`config.mk`:
```
export PLATFORM = sky130hd
export DESIGN_NAME = serial_subtractor_flat
export DESIGN_NICKNAME = d
export VERILOG_FILES = /design/src/rtl/serial_subtractor_if.sv /design/src/rtl/serial_subtractor.sv /design/src/flat_wrapper.sv
export SDC_FILE = /design/constraint.sdc
export NUM_CORES = 1
export LEC_CHECK = 0
export ABC_AREA = 1
export CORE_ASPECT_RATIO = 2
export CORE_UTILIZATION = 30
export CTS_BUF_LIST = sky130_fd_sc_hd__clkbuf_2 sky130_fd_sc_hd__clkbuf_4 sky130_fd_sc_hd__clkbuf_8
export CTS_CLUSTER_SIZE = 24
export DETAILED_ROUTE_END_ITERATION = 10
export PLACE_DENSITY = 0.51
export SLEW_MARGIN = 40
export SYNTH_ARGS = -nofsm -noshare
export SYNTH_HDL_FRONTEND = slang
export SYNTH_SLANG_ARGS = --single-unit
```
`constraint.sdc`:
```
create_clock -name clock -period 1.3 [get_ports clock]
set_input_delay 0.195 -clock clock [delete_from_list [all_inputs] [get_ports clock]]
set_output_delay 0.195 -clock clock [all_outputs]
set_load 0.01 [all_outputs]
```
`src/rtl/serial_subtractor_if.sv`:
```
// Operand/result bundle for serial_subtractor: start/busy/done handshake plus data.
// With SERIAL_SUB_OVF_EN defined the bundle also carries the signed-overflow flag ovf.
interface serial_subtractor_if #(
    parameter int WIDTH = 4
);
    logic             start;
    logic [WIDTH-1:0] a;
    logic [WIDTH-1:0] b;
    logic             bin;
    logic             busy;
    logic             done;
    logic [WIDTH-1:0] diff;
    logic             bout;
`ifdef SERIAL_SUB_OVF_EN
    logic             ovf;

    modport master (
        output start, a, b, bin,
        input  busy, done, diff, bout, ovf
    );

    modport slave (
        input  start, a, b, bin,
        output busy, done, diff, bout, ovf
    );
`else
    modport master (
        output start, a, b, bin,
        input  busy, done, diff, bout
    );

    modport slave (
        input  start, a, b, bin,
        output busy, done, diff, bout
    );
`endif
endinterface

```
`src/rtl/serial_subtractor.sv`:
```
// Bit-serial a - b - bin over WIDTH cycles, LSB first, one full-subtractor cell and a borrow FF.
// Optional feature: define SERIAL_SUB_OVF_EN to add the registered signed-overflow output ovf.
module serial_subtractor #(
    parameter int WIDTH = 4
) (
    input  logic                clock,
    input  logic                reset_n,
    serial_subtractor_if.slave  bus
);

    localparam int CNT_W = $clog2(WIDTH + 1);

    typedef enum logic [1:0] {
        IDLE  = 2'd0,
        SHIFT = 2'd1,
        DONE  = 2'd2
    } state_t;

    state_t           state;
    state_t           state_n;
    logic             accept;

    logic [WIDTH-1:0] a_sh;
    logic [WIDTH-1:0] b_sh;
    logic [WIDTH-1:0] res_sh;
    logic [WIDTH-1:0] res_n;
    logic             br;
    logic [CNT_W-1:0] cnt;
    logic             last_bit;

    logic             cell_d;
    logic             cell_br;

    logic [WIDTH-1:0] diff_q;
    logic             bout_q;
`ifdef SERIAL_SUB_OVF_EN
    logic             ovf_q;
`endif

    // Returns {borrow_out, difference} for one bit position.
    function automatic logic [1:0] full_sub(input logic a0, input logic b0, input logic bi);
        logic d;
        logic bo;
        d  = a0 ^ b0 ^ bi;
        bo = (~a0 & b0) | (~(a0 ^ b0) & bi);
        return {bo, d};
    endfunction

    assign {cell_br, cell_d} = full_sub(a_sh[0], b_sh[0], br);
    assign last_bit          = (cnt == CNT_W'(WIDTH - 1));
    assign res_n             = (res_sh >> 1) | {cell_d, {(WIDTH-1){1'b0}}};

    always_ff @(posedge clock) begin
        if (!reset_n) begin
            state <= IDLE;
        end else begin
            state <= state_n;
        end
    end

    always_comb begin
        state_n = state;
        accept  = 1'b0;
        case (state)
            IDLE: begin
                if (bus.start) begin
                    accept  = 1'b1;
                    state_n = SHIFT;
                end
            end
            SHIFT: begin
                if (last_bit) begin
                    state_n = DONE;
                end
            end
            DONE: begin
                // Back-to-back start is taken straight from the result cycle.
                if (bus.start) begin
                    accept  = 1'b1;
                    state_n = SHIFT;
                end else begin
                    state_n = IDLE;
                end
            end
            default: begin
                state_n = IDLE;
            end
        endcase
    end

    always_ff @(posedge clock) begin
        if (!reset_n) begin
            a_sh   <= '0;
            b_sh   <= '0;
            res_sh <= '0;
            br     <= 1'b0;
            cnt    <= '0;
            diff_q <= '0;
            bout_q <= 1'b0;
`ifdef SERIAL_SUB_OVF_EN
            ovf_q  <= 1'b0;
`endif
        end else begin
            if (accept) begin
                a_sh   <= bus.a;
                b_sh   <= bus.b;
                res_sh <= '0;
                br     <= bus.bin;
                cnt    <= '0;
            end else if (state == SHIFT) begin
                a_sh   <= a_sh >> 1;
                b_sh   <= b_sh >> 1;
                res_sh <= res_n;
                br     <= cell_br;
                cnt    <= cnt + CNT_W'(1);
            end

            // Results move only on the final bit; they hold through IDLE and later SHIFTs.
            if ((state == SHIFT) && last_bit) begin
                diff_q <= res_n;
                bout_q <= cell_br;
`ifdef SERIAL_SUB_OVF_EN
                ovf_q  <= br ^ cell_br;
`endif
            end
        end
    end

    assign bus.busy = (state == SHIFT);
    assign bus.done = (state == DONE);
    assign bus.diff = diff_q;
    assign bus.bout = bout_q;
`ifdef SERIAL_SUB_OVF_EN
    assign bus.ovf  = ovf_q;
`endif

endmodule

```
`src/flat_wrapper.sv`:
```
// flat-port wrapper written by rule: the top's interface ports become plain ports
module serial_subtractor_flat 
#(
    parameter int WIDTH = 4
)
  (clock, reset_n, bus_start, bus_a, bus_b, bus_bin, bus_busy, bus_done, bus_diff, bus_bout);
  serial_subtractor_if #(.WIDTH(WIDTH)) bus_i ();
  input  logic clock;
  input  logic reset_n;
  input wire logic [$bits(bus_i.start)-1:0] bus_start;
  input wire logic [$bits(bus_i.a)-1:0] bus_a;
  input wire logic [$bits(bus_i.b)-1:0] bus_b;
  input wire logic [$bits(bus_i.bin)-1:0] bus_bin;
  output wire logic [$bits(bus_i.busy)-1:0] bus_busy;
  output wire logic [$bits(bus_i.done)-1:0] bus_done;
  output wire logic [$bits(bus_i.diff)-1:0] bus_diff;
  output wire logic [$bits(bus_i.bout)-1:0] bus_bout;
  assign bus_i.start = bus_start;
  assign bus_i.a = bus_a;
  assign bus_i.b = bus_b;
  assign bus_i.bin = bus_bin;
  assign bus_busy = bus_i.busy;
  assign bus_done = bus_i.done;
  assign bus_diff = bus_i.diff;
  assign bus_bout = bus_i.bout;
  serial_subtractor #(.WIDTH(WIDTH)) u_core (.clock(clock), .reset_n(reset_n), .bus(bus_i));
endmodule
```
### Word level (Yosys, flattened, before mapping)

Index checks and enable logic that the tools add are counted.

* flip-flop bits (word level): 23
* output and inout bits: 7
* bits of input ports: 12
* word-level logic and storage cells: 41

* multiplexer cells: 12
* $add $sub $neg: 1
* eq/ne operators: 5
* reductions and logical operators: 6
* bitwise operators: 9

Operators by type and width (count)
* two-way mux 4 bit: 4
* one-hot mux 2 bit (3 select lines): 1
* two-way mux 1 bit: 5
* two-way mux 2 bit: 2
* OR 3 x 4 -> 4 bit: 1
* OR reduction 2 bit: 2
* adder 3 x 1 -> 3 bit, second input constant: 1
* equality test 3 x 2 -> 1 bit, second input constant: 1
* NOT 1 bit: 3
* bitwise AND 1 bit: 2
* equality test 2 x 1 -> 1 bit, second input constant: 1
* equality test 2 bit, second input constant: 1
* logical NOT 2 bit: 1
* != test 2 x 1 -> 1 bit, second input constant: 1
* != test 2 bit, second input constant: 1
* AND reduction 2 bit: 1
* nonzero test 2 bit: 1
* bitwise XOR 1 bit: 2
* logical AND 1 bit: 1
* OR 1 bit: 1

### Longest topological paths before layout

Gate-level depths: netlist (run 1).

* depth after elaboration: 6
* mapped depth: 8
* gate-level depth less buffers: 8

### Worst setup path after synthesis (run 1)

Ideal clock, no wire load.

* kind: register to register
* start: register u_core.cnt[0]
* end: register u_core.bout_q, in the netlist u_core.bus.bout
* stages on the path, launching flop included: 8
* clock period less this slack: 1123 ps
* arrival: 1002 ps
* slack: 177 ps
* path buffers: 0
* required time: 1179 ps
* cell sequence: dfxtp_1 ha_1 ha_1 inv_1 nor2_2 inv_1 nand3_1 o21ai_0

* cells in the longest elaborated chain, start to end: 2

RTL lines
* from (decl): line serial_subtractor.sv:28 `logic [CNT_W-1:0] cnt;`
* from (signal assigned): line serial_subtractor.sv:115 `cnt <= cnt + CNT_W'(1);`
* equality test 3 x 2 -> 1 bit: line serial_subtractor.sv:50 `assign last_bit = (cnt == CNT_W'(WIDTH - 1));`
* logical AND 1 bit: line serial_subtractor.sv:119 `if ((state == SHIFT) && last_bit) begin`
* to (signal assigned): line serial_subtractor.sv:121 `bout_q <= cell_br;`
* to (decl): line serial_subtractor.sv:35 `logic bout_q;`

No other way between the ends.
A chain may end at the register's enable or synchronous reset.

### Worst setup path after layout (run 1)

* start: register u_core.b_sh[0]
* end: register u_core.res_sh[3]

* cells in the longest elaborated chain, start to end: 3

RTL lines
* from (decl): line serial_subtractor.sv:24 `logic [WIDTH-1:0] b_sh;`
* from (signal assigned): line serial_subtractor.sv:106 `b_sh <= bus.b;`
* from (signal assigned): line serial_subtractor.sv:112 `b_sh <= b_sh >> 1;`
* bitwise XOR 1 bit (2 in a row): line serial_subtractor.sv:44 `d = a0 ^ b0 ^ bi;`
* via u_core.cell_d: line serial_subtractor.sv:31 `logic cell_d;`
* OR 3 x 4 -> 4 bit: line serial_subtractor.sv:51 `assign res_n = (res_sh >> 1) | {cell_d, {(WIDTH-1){1'b0}}};`
* to (signal assigned): line serial_subtractor.sv:113 `res_sh <= res_n;`
* to (decl): line serial_subtractor.sv:25 `logic [WIDTH-1:0] res_sh;`

The timed path passes the listed nets, and every way through them passes these cells.

==> reports/qor_table.md, run 1 <==
| Step | Quantity | Value |
| --- | --- | --- |
| drt | Metal2 WL | 1.234 mm |
| drt | Met3 wire len | 68 um |
| drt | Routed vias | 883 |
| flow run | Number of maximum-capacitance constraint violations | 0 |
| sta | Final number of max-transition violations | 0 |
| drt | Met1 layer wirelength in the final routing | 842 um |
| cells and area | Number of nets in the layout | 176 |
| clocking | Clock latency reported for the late side of the worst-skew pair | 260 ps |
| sta | Final hold slack | 464.2 ps |
| logic synthesis | Post-synth cell types | 15 |
| clocking | Number of clock buffers inserted by TritonCTS | 3 |
| logic synthesis | Flip-flop and latch count after synthesis | 22 |
| critical path | Critical path start-end classification | reg -> reg |
| critical path | Cell-by-cell trace of the critical path | inv_1 -> fa_1 -> nand2_1 -> a21oi_1 |
| critical path | Crit-path max FO | 2 |
| power and ir drop | Power per cell area | 1125 mW/mm^2 |
| sta | Min Tclk post-route | 1214 ps |
| drt | Post-DR vias/cell | 4.647 |
| grt | Maximum number of pins on one net before global-route repair | 17 |
| grt | Antenna violations before repair | 0 |
| cells and area | Share of final-layout standard cells stronger than drive strength 1 | 0.1188 |
| grt | Via count of the first global-routing pass | 840 |
| logic synthesis | Mean instance size in the synthesized netlist | 7.053 um^2 |
| status | Status | complete, no violations |
| grt | Global-route wire length before repair | 3.698 mm |
| cells and area | Number of fillers in the final layout | 311 |
| sta | Actual slew at the worst max-slew pin | 216.9 ps |
| cells and area | Multi-input combinational cell area | 410.4 um^2 |
| critical path | Element type at the critical path end | flop |
| critical path | Kind of start point of the critical path | flop |
| grt | GRT overflow | 0 |
| logic synthesis | Mapped Cells | 135 |
| critical path | WP data required | 1490 ps |
| die | Height of the die | 81.67 um |
| die | Die area | 0.003417 mm^2 |
| place | IO buf count | 18 |
| sta | Fin Clk Skew | 4.728 ps |
| die | Core area | 0.002978 mm^2 |
| clocking | Number of buffers on the longest clock path | 2 |
| logic synthesis | Sequential cell area fraction in the yosys report | 0.4625 |
| cells and area | Final cell utilization of the core | 0.4294 |
| cells and area | Area Growth Syn to Fin | 34.30% |
| drt | Pre-Repair DR Iteration Count | 4 |
| die | Horiz. Die Dim | 41.84 um |
| sta | Post-route fraction of the period consumed by the critical path | 0.9335 |
| critical path | Worst path slowest cell | sky130_fd_sc_hd__fa_1 |
| logic synthesis | Yosys Warn Count | 0 |
| clocking | Clock transition at path regs | 80 ps |
| sta | Min setup slack post-route | 86.50 ps |
| grt | GRT Total Usage | 0.1446 |
| cells and area | Antenna Diode Count | 0 |
| cells and area | Total area of sequential cells | 444.2 um^2 |
| critical path | Delay of the slowest critical-path stage | 570 ps |
| die | Std cell rows | 28 |
| drt | Routed wire per std cell | 11.47 um |
| sta | Hold violation total from the final report | 0 |
| logic synthesis | Post-synthesis instance area | 952.2 um^2 |
| sta | Worst max-slew margin expressed relative to the limit | 0.8549 |
| sta | Unrepaired setup endpoints after global routing | no |
| sta | Highest attainable clock frequency | 824.1 MHz |
| drt | Routed wire length | 2.179 mm |
| die | Initial cell density of the core | 0.3197 |
| drt | Initial DRC count | 19 |
| power and ir drop | Static Leak | 0.6327 nW |
| hold path | Path category of the worst min-delay check | reg -> reg |
| drt | Post-detailed-route count of antenna-violating nets | 0 |
| die | Number of top-level pins | 19 |
| drt | Highest layer used for signal routing | met4 |
| logic synthesis | Post-Synthesis Net Count | 150 |
| place | Placer's final routability congestion estimate | 0.7555 |
| place | Total half-perimeter wirelength after legalization and detailed placement | 1.704 mm |
| sta | Final setup fails | 0 |
| drt | Number of remaining DRC errors | 0 |
| place | Pre-CTS WS | -63.01 ps |
| clocking | # clock sinks | 22 |
| clocking | CTS tree | done |
| clocking | H-tree depth | 1 |
| critical path | Arrival time worst endpoint | 1400 ps |
| clocking | Root buf cell | sky130_fd_sc_hd__clkbuf_8 |
| power and ir drop | Highest ir drop seen on vdd | 0.6019 mV |
[what timing repair did]
item                       4_1_cts  5_1_grt
hold buffers                     0        0
setup endpoints to repair       11        9
cloned                           0        0
resized for setup                9        8
pin swaps                        0        1
setup buffers                    0        0
[per-layer routing]
metal	track usage	vias up
li1	-	464
met1	0.1485	404
met2	0.2719	13
met3	0.01758	2
met4	0.08710	0
met5	0	-
[worst paths after layout]
check / startpoint / endpoint / slack, ps / depth (start not counted)
worst max-delay path: u_core.b_sh[0] / u_core.res_sh[3] / 90 / 4
worst min-delay path: u_core.cnt[2] / u_core.cnt[2] / 460 / 2
worst max register to register: u_core.b_sh[0] / u_core.res_sh[3] / 90 / 4
worst min register to register: u_core.cnt[2] / u_core.cnt[2] / 460 / 2
[where the power goes]
group,total (W),internal [W],switching (W),leakage [nW]
sequential,0.000729,0.000709,0.0000204,0.181
clock,0.000477,0.000269,0.000208,0.0288
combinational,0.000233,0.000109,0.000124,0.423
[final cells by class]
class / count / area share
clock buffers: 4 / 0.04305
repair buffers: 24 / 0.1888
flip-flops and latches: 22 / 0.3474
multi-input cells: 86 / 0.3209
inverters: 24 / 0.07045
well taps: 30 / 0.02935
[Yosys cell counts]
library cell,number,share of area
sky130_fd_sc_hd__nand2_1,27,0.11
sky130_fd_sc_hd__inv_1,24,0.095
sky130_fd_sc_hd__nor2_1,23,0.091
sky130_fd_sc_hd__dfxtp_1,22,0.46
sky130_fd_sc_hd__nand3_1,13,0.068
sky130_fd_sc_hd__a21oi_1,8,0.042
sky130_fd_sc_hd__o21ai_0,8,0.042
sky130_fd_sc_hd__ha_1,2,0.026
sky130_fd_sc_hd__nand2_2,2,0.013
sky130_fd_sc_hd__buf_2,1,0.0053
sky130_fd_sc_hd__buf_4,1,0.0079
sky130_fd_sc_hd__clkbuf_1,1,0.0039
sky130_fd_sc_hd__fa_1,1,0.021
sky130_fd_sc_hd__nor2_2,1,0.0066
sky130_fd_sc_hd__xor2_1,1,0.0092
[worst max-delay path, delay by kind of cell, from the launching register on]
family / cells / cell delay [ps]
adders and majority gates: 1 / 570
DFF: 1 / 350
buffers and inverters: 1 / 60
AOI/OAI and AO/OA: 1 / 110
and+or+nand+nor: 1 / 60
[flip-flops by register name, summed over array words and instances, names as in the netlist]
register,count
u_core.a_sh,4
u_core.b_sh,4
u_core.br,1
u_core.bus.bout,1
u_core.bus.diff,4
u_core.cnt,3
u_core.res_sh,3
u_core.state,2
[logic make-up (layout without fill, tap and decap cells)]
family,count (synthesis),in the layout,synth area share
AO/OA/AOI/OAI,16,16,0.08410
XOR/XNOR,1,1,0.009200
adder cells (fa/ha/maj),3,3,0.04730
buffers and inverters,27,52,0.1117
flip-flops,22,22,0.4625
AND/OR/NAND/NOR,66,66,0.2852
[placed cells by master (no fill, tap or decap)]
cell type / instances
sky130_fd_sc_hd__fa_1: 1
sky130_fd_sc_hd__buf_6: 1
sky130_fd_sc_hd__nor2_1: 23
sky130_fd_sc_hd__o21ai_0: 7
sky130_fd_sc_hd__dfxtp_1: 19
sky130_fd_sc_hd__nand2_1: 27
sky130_fd_sc_hd__clkbuf_8: 4
sky130_fd_sc_hd__inv_1: 22
sky130_fd_sc_hd__ha_1: 2
sky130_fd_sc_hd__xor2_1: 1
sky130_fd_sc_hd__nand3_1: 13
sky130_fd_sc_hd__clkdlybuf4s50_1: 11
sky130_fd_sc_hd__nor2_4: 1
sky130_fd_sc_hd__inv_2: 2
sky130_fd_sc_hd__o21ai_1: 1
sky130_fd_sc_hd__nand2_2: 2
sky130_fd_sc_hd__buf_12: 2
sky130_fd_sc_hd__a21oi_1: 8
sky130_fd_sc_hd__dlygate4sd2_1: 6
sky130_fd_sc_hd__buf_4: 3
sky130_fd_sc_hd__dfxtp_2: 3
sky130_fd_sc_hd__clkbuf_2: 1
[per-stage QoR]
step                      cell area, um^2  total power [W]  setup TNS, ps  cells
after floorplan                     952.2        0.0008680              0    135
after global routing                 1279         0.001517              0    190
final                                1279         0.001439              0    190
after global placement               1224        0.0009756         -207.8    186
after detailed placement             1224        0.0009787         -413.3    186
after CTS                            1276         0.001460              0    190
No activity file was read; power rests on OpenSTA's default activity.
==> run 2, diff against run 1 <==
- ABC_AREA: 1 -> unset
- GPL_TIMING_DRIVEN: unset -> 0
- PLACE_DENSITY: 0.51 -> 0.52
==> run 2 against run 1 <==
Effect of this change: sequential cell count is the same; synthesized area shrank 4.6%; combinational power shrank 6%; largest cell class unchanged; critical path type is now reg -> out.
==> reports/qor_table.md, run 2 <==
| Step | Quantity | Value | Change |
| --- | --- | --- | --- |
| sta | Min Tclk post-route | 1247 ps | was 1214 ps |
| cells and area | Antenna Diode Count | 0 | unchanged |
| critical path | Crit-path max FO | 6 | was 2 |
| drt | Number of remaining DRC errors | 0 | unchanged |
| sta | Final hold slack | 453.5 ps | was 464.2 ps |
| critical path | Number of cells on the critical path | 4 | unchanged |
| logic synthesis | Post-Synthesis Net Count | 121 | was 150 |
| place | Pre-CTS WS | -229.1 ps | was -63.01 ps |
| logic synthesis | Most area-consuming cells after synthesis | sky130_fd_sc_hd__dfxtp_1, sky130_fd_sc_hd__nand2_1, sky130_fd_sc_hd__a21oi_1, sky130_fd_sc_hd__nand3_1, sky130_fd_sc_hd__nor3_1 | was sky130_fd_sc_hd__dfxtp_1, sky130_fd_sc_hd__nand2_1, sky130_fd_sc_hd__inv_1, sky130_fd_sc_hd__nor2_1, sky130_fd_sc_hd__nand3_1 |
| grt | GRT overflow | 0 | unchanged |
| sta | Unrepaired setup endpoints after global routing | no | unchanged |
| clocking | H-tree depth | 1 | unchanged |
| logic synthesis | Post-synth cell types | 27 | was 15 |
| hold path | HP Start | u_core.bus.diff[0] | was u_core.cnt[2] |
| logic synthesis | Mux cell area share after synthesis | 0 | unchanged |
| hold path | Path category of the worst min-delay check | reg -> reg | unchanged |
| logic synthesis | Yosys Warn Count | 0 | unchanged |
| logic synthesis | Predominant post-synthesis flop cell | sky130_fd_sc_hd__dfxtp_1 | unchanged |
| logic synthesis | Post-synthesis instance area | 908.4 um^2 | was 952.2 um^2 |
| drt | Post-DR vias/cell | 5.068 | was 4.647 |
| grt | Antenna violations before repair | 0 | unchanged |
| clocking | Post-cts hold buffer count | 0 | unchanged |
| critical path | Element type at the critical path end | output pin | was flop |
| drt | Initial DRC count | 10 | was 19 |
| cells and area | Area of all placed cells without fillers | 0.001259 mm^2 | was 0.001279 mm^2 |
| place | Area after detailed placement | 0.001125 mm^2 | was 0.001224 mm^2 |
| sta | Actual slew at the worst max-slew pin | 490.0 ps | was 216.9 ps |
| grt | Global-route wire length before repair | 3.325 mm | was 3.698 mm |
| cells and area | Number of fillers in the final layout | 310 | was 311 |
| sta | Post-route fraction of the period consumed by the critical path | 0.9592 | was 0.9335 |
| clocking | CTS tree | done | unchanged |
| critical path | Worst-case reg-to-reg path depth | 4 | unchanged |
| clocking | Clock latency reported for the late side of the worst-skew pair | 270 ps | was 260 ps |
| sta | Fin Clk Skew | 4.128 ps | was 4.728 ps |
| sta | Final setup fails | 0 | unchanged |
| critical path | Family with the most delay on the worst path | flip-flops | was adder cells |
| drt | Routed vias | 821 | was 883 |
| cells and area | Most frequent standard cell in the layout excluding fill and tap cells | sky130_fd_sc_hd__nand2_1 | unchanged |
| grt | Maximum number of pins on one net before global-route repair | 14 | was 17 |
| clocking | Clock transition at path regs | 80 ps | about the same |
| grt | GRT Total Usage | 0.1481 | was 0.1446 |
| logic synthesis | Flip-flop and latch count after synthesis | 22 | unchanged |
| cells and area | Commonest cells after routing, fill and taps aside | sky130_fd_sc_hd__nand2_1, sky130_fd_sc_hd__dfxtp_1, sky130_fd_sc_hd__a21oi_1 | was sky130_fd_sc_hd__nand2_1, sky130_fd_sc_hd__nor2_1, sky130_fd_sc_hd__inv_1 |
| clocking | # clock sinks | 22 | unchanged |
| critical path | Critical path start-end classification | reg -> out | was reg -> reg |
| critical path | Arrival time worst endpoint | 1050 ps | was 1400 ps |
| die | Initial cell density of the core | 0.3240 | was 0.3197 |
| die | Core area | 0.002804 mm^2 | was 0.002978 mm^2 |
| logic synthesis | Post-Synth Adder-Cell Area | 0.04959 | was 0.04731 |
| power and ir drop | Final total power | 0.001586 W | was 0.001439 W |
| die | Die area | 0.003265 mm^2 | was 0.003417 mm^2 |
| sta | Highest attainable clock frequency | 802.0 MHz | was 824.1 MHz |
| logic synthesis | Synth async-reset ratio | 0 | unchanged |
| clocking | Number of clock buffers inserted by TritonCTS | 3 | unchanged |
| grt | Via count of the first global-routing pass | 731 | was 840 |
| logic synthesis | Compound-gate portion of the synthesized area | 0.1722 | was 0.08410 |
| critical path | Kind of start point of the critical path | flop | unchanged |
| logic synthesis | Simple-Gate Fraction of Synth Area | 0.2149 | was 0.2852 |
| place | Placer's final routability congestion estimate | 0.7588 | was 0.7555 |
| place | Total half-perimeter wirelength after legalization and detailed placement | 1.425 mm | was 1.704 mm |
| clocking | Root buf cell | sky130_fd_sc_hd__clkbuf_8 | unchanged |
| power and ir drop | Static Leak | 0.4892 nW | was 0.6327 nW |
| cells and area | Area Growth Syn to Fin | 38.57% | was 34.30% |
| critical path | Most frequent CP cell | sky130_fd_sc_hd__buf_6 |  |
| drt | Routed wire per std cell | 12.01 um | was 11.47 um |
| place | IO buf count | 18 | unchanged |
| die | Height of the die | 79.82 um | was 81.67 um |
| critical path | WP data required | 1110 ps | was 1490 ps |
| sta | Worst max-slew margin expressed relative to the limit | 0.6733 | was 0.8549 |
| die | Std cell rows | 27 | was 28 |
| sta | Hold violation total from the final report | 0 | unchanged |
| sta | Min setup slack post-route | 53.10 ps | was 86.50 ps |
| drt | Routed wire length | 1.945 mm | was 2.179 mm |
| die | Horiz. Die Dim | 40.91 um | was 41.84 um |
| logic synthesis | Mapped Cells | 106 | was 135 |
| power and ir drop | Power per cell area | 1260 mW/mm^2 | was 1125 mW/mm^2 |
| cells and area | Number of nets in the layout | 149 | was 176 |
| critical path | Worst setup path startpoint | u_core.state[1] | was u_core.b_sh[0] |
| drt | Post-detailed-route count of antenna-violating nets | 0 | unchanged |
| clocking | Number of buffers on the longest clock path | 2 | unchanged |
| logic synthesis | Area share of the largest cell type after synthesis | 0.4848 | was 0.4625 |
| sta | Final number of max-transition violations | 0 | unchanged |
| drt | Pre-Repair DR Iteration Count | 4 | unchanged |
| status | Status | complete, no violations | unchanged |
| hold path | Cell count of the worst hold path | 2 | unchanged |
| flow run | Number of maximum-capacitance constraint violations | 0 | unchanged |
| logic synthesis | Post-synth top area cell | sky130_fd_sc_hd__dfxtp_1 | unchanged |
| cells and area | Share of final-layout standard cells stronger than drive strength 1 | 0.1955 | was 0.1188 |
| power and ir drop | Highest ir drop seen on vdd | 0.6125 mV | was 0.6019 mV |
| critical path | Reg2reg start | u_core.b_sh[0] | unchanged |
| critical path | Cell-by-cell trace of the critical path | nand2b_4 -> inv_2 -> buf_6 -> buf_6 | was inv_1 -> fa_1 -> nand2_1 -> a21oi_1 |
| logic synthesis | Mean instance size in the synthesized netlist | 8.570 um^2 | was 7.053 um^2 |
| logic synthesis | Top cells by instance count after synthesis | sky130_fd_sc_hd__dfxtp_1, sky130_fd_sc_hd__nand2_1, sky130_fd_sc_hd__a21oi_1 | was sky130_fd_sc_hd__nand2_1, sky130_fd_sc_hd__inv_1, sky130_fd_sc_hd__nor2_1 |
| critical path | Worst path slowest cell | sky130_fd_sc_hd__dfxtp_2 | was sky130_fd_sc_hd__fa_1 |
| logic synthesis | Dominant combinational cell family by area after synthesis | simple AND/OR/NAND/NOR gates | unchanged |
| critical path | Delay of the slowest critical-path stage | 340 ps | was 570 ps |
| logic synthesis | Sequential cell area fraction in the yosys report | 0.4848 | was 0.4625 |
| logic synthesis | Number of enable-type register cells in the synthesized netlist | 0 | unchanged |
| logic synthesis | Xor/xnor cell area share of the yosys netlist | 0.009642 | was 0.009198 |
| critical path | Number of buffers and inverters on the critical path | 3 | was 1 |
| die | Number of top-level pins | 19 | unchanged |
## run 2: changes by cell type after synthesis, moves of 3 or more
cell                      previous run  this run
sky130_fd_sc_hd__nand3_1            13         6
sky130_fd_sc_hd__nor3_1              0         6
sky130_fd_sc_hd__nand2_1            27        22
sky130_fd_sc_hd__a21oi_1             8        12
sky130_fd_sc_hd__o21ai_0             8         2
sky130_fd_sc_hd__nor2_1             23         4
sky130_fd_sc_hd__o22ai_1             0         3
sky130_fd_sc_hd__inv_1              24         4
## run 2: final cells by class
type / instances / area, um^2 / area share
Timing Repair Buffer: 24 / 219.0 / 0.1740
Inverter: 5 / 18.77 / 0.01491
Tap cell: 29 / 36.28 / 0.02883
Buffer: 6 / 42.54 / 0.03380
Multi-Input combinational cell: 72 / 425.4 / 0.3380
Clock inverter: 1 / 30.03 / 0.02386
Clock buffer: 3 / 41.29 / 0.03280
Sequential cell: 22 / 445.4 / 0.3539
## run 2: logic make-up (layout without fill, tap and decap cells)
kind of cell	count (synthesis)	count (layout)
flops	22	22
xor+xnor	1	1
buf+inv	12	39
simple gates	43	43
compound gates	25	25
fa+ha+maj	3	3
## run 2: final timing paths
path / end / slack (ps)
hold reg to reg: u_core.bus.diff[0] / 450
hold / removal: u_core.bus.diff[0] / 450
setup / recovery: bus_busy / 50
setup reg to reg: u_core.br / 110
## run 2: routing by layer
layer	wire [um]	part of all wire	track usage	vias up
li1	-	-	-	417
met1	761	0.39	0.1670	379
met2	1065	0.55	0.2422	20
met3	57	0.029	0.01671	5
met4	60	0.031	0.09000	0
met5	0	0	0	-
## run 2: what timing repair did
item | CTS | global route
buffers inserted | 3 | 3
resized for setup | 18 | 5
pin swaps | 3 | 2
endpoints found under the hold margin | 0 | 0
setup endpoints to repair | 11 | 8
## run 2: power breakdown
group          leakage, nW  internal [W]  switching, W
combinational        0.272      0.000112      0.000107
sequential           0.181      0.000707     0.0000205
clock               0.0357      0.000412      0.000228
## run 2: through the flow
step                instances    util  TNS [ps]
floorplan                 106       -         0
global placement          153  0.4012     -2051
detailed placement        153  0.4012     -2322
CTS                       160  0.4391         0
global route              162  0.4489         0
finish                    162  0.4489         0
## run 2: worst min-delay path, stage by stage (launching register included)
cell and delay, ps:
sky130_fd_sc_hd__dfxtp_1 310, sky130_fd_sc_hd__nand2_1 50, sky130_fd_sc_hd__a21oi_1 50
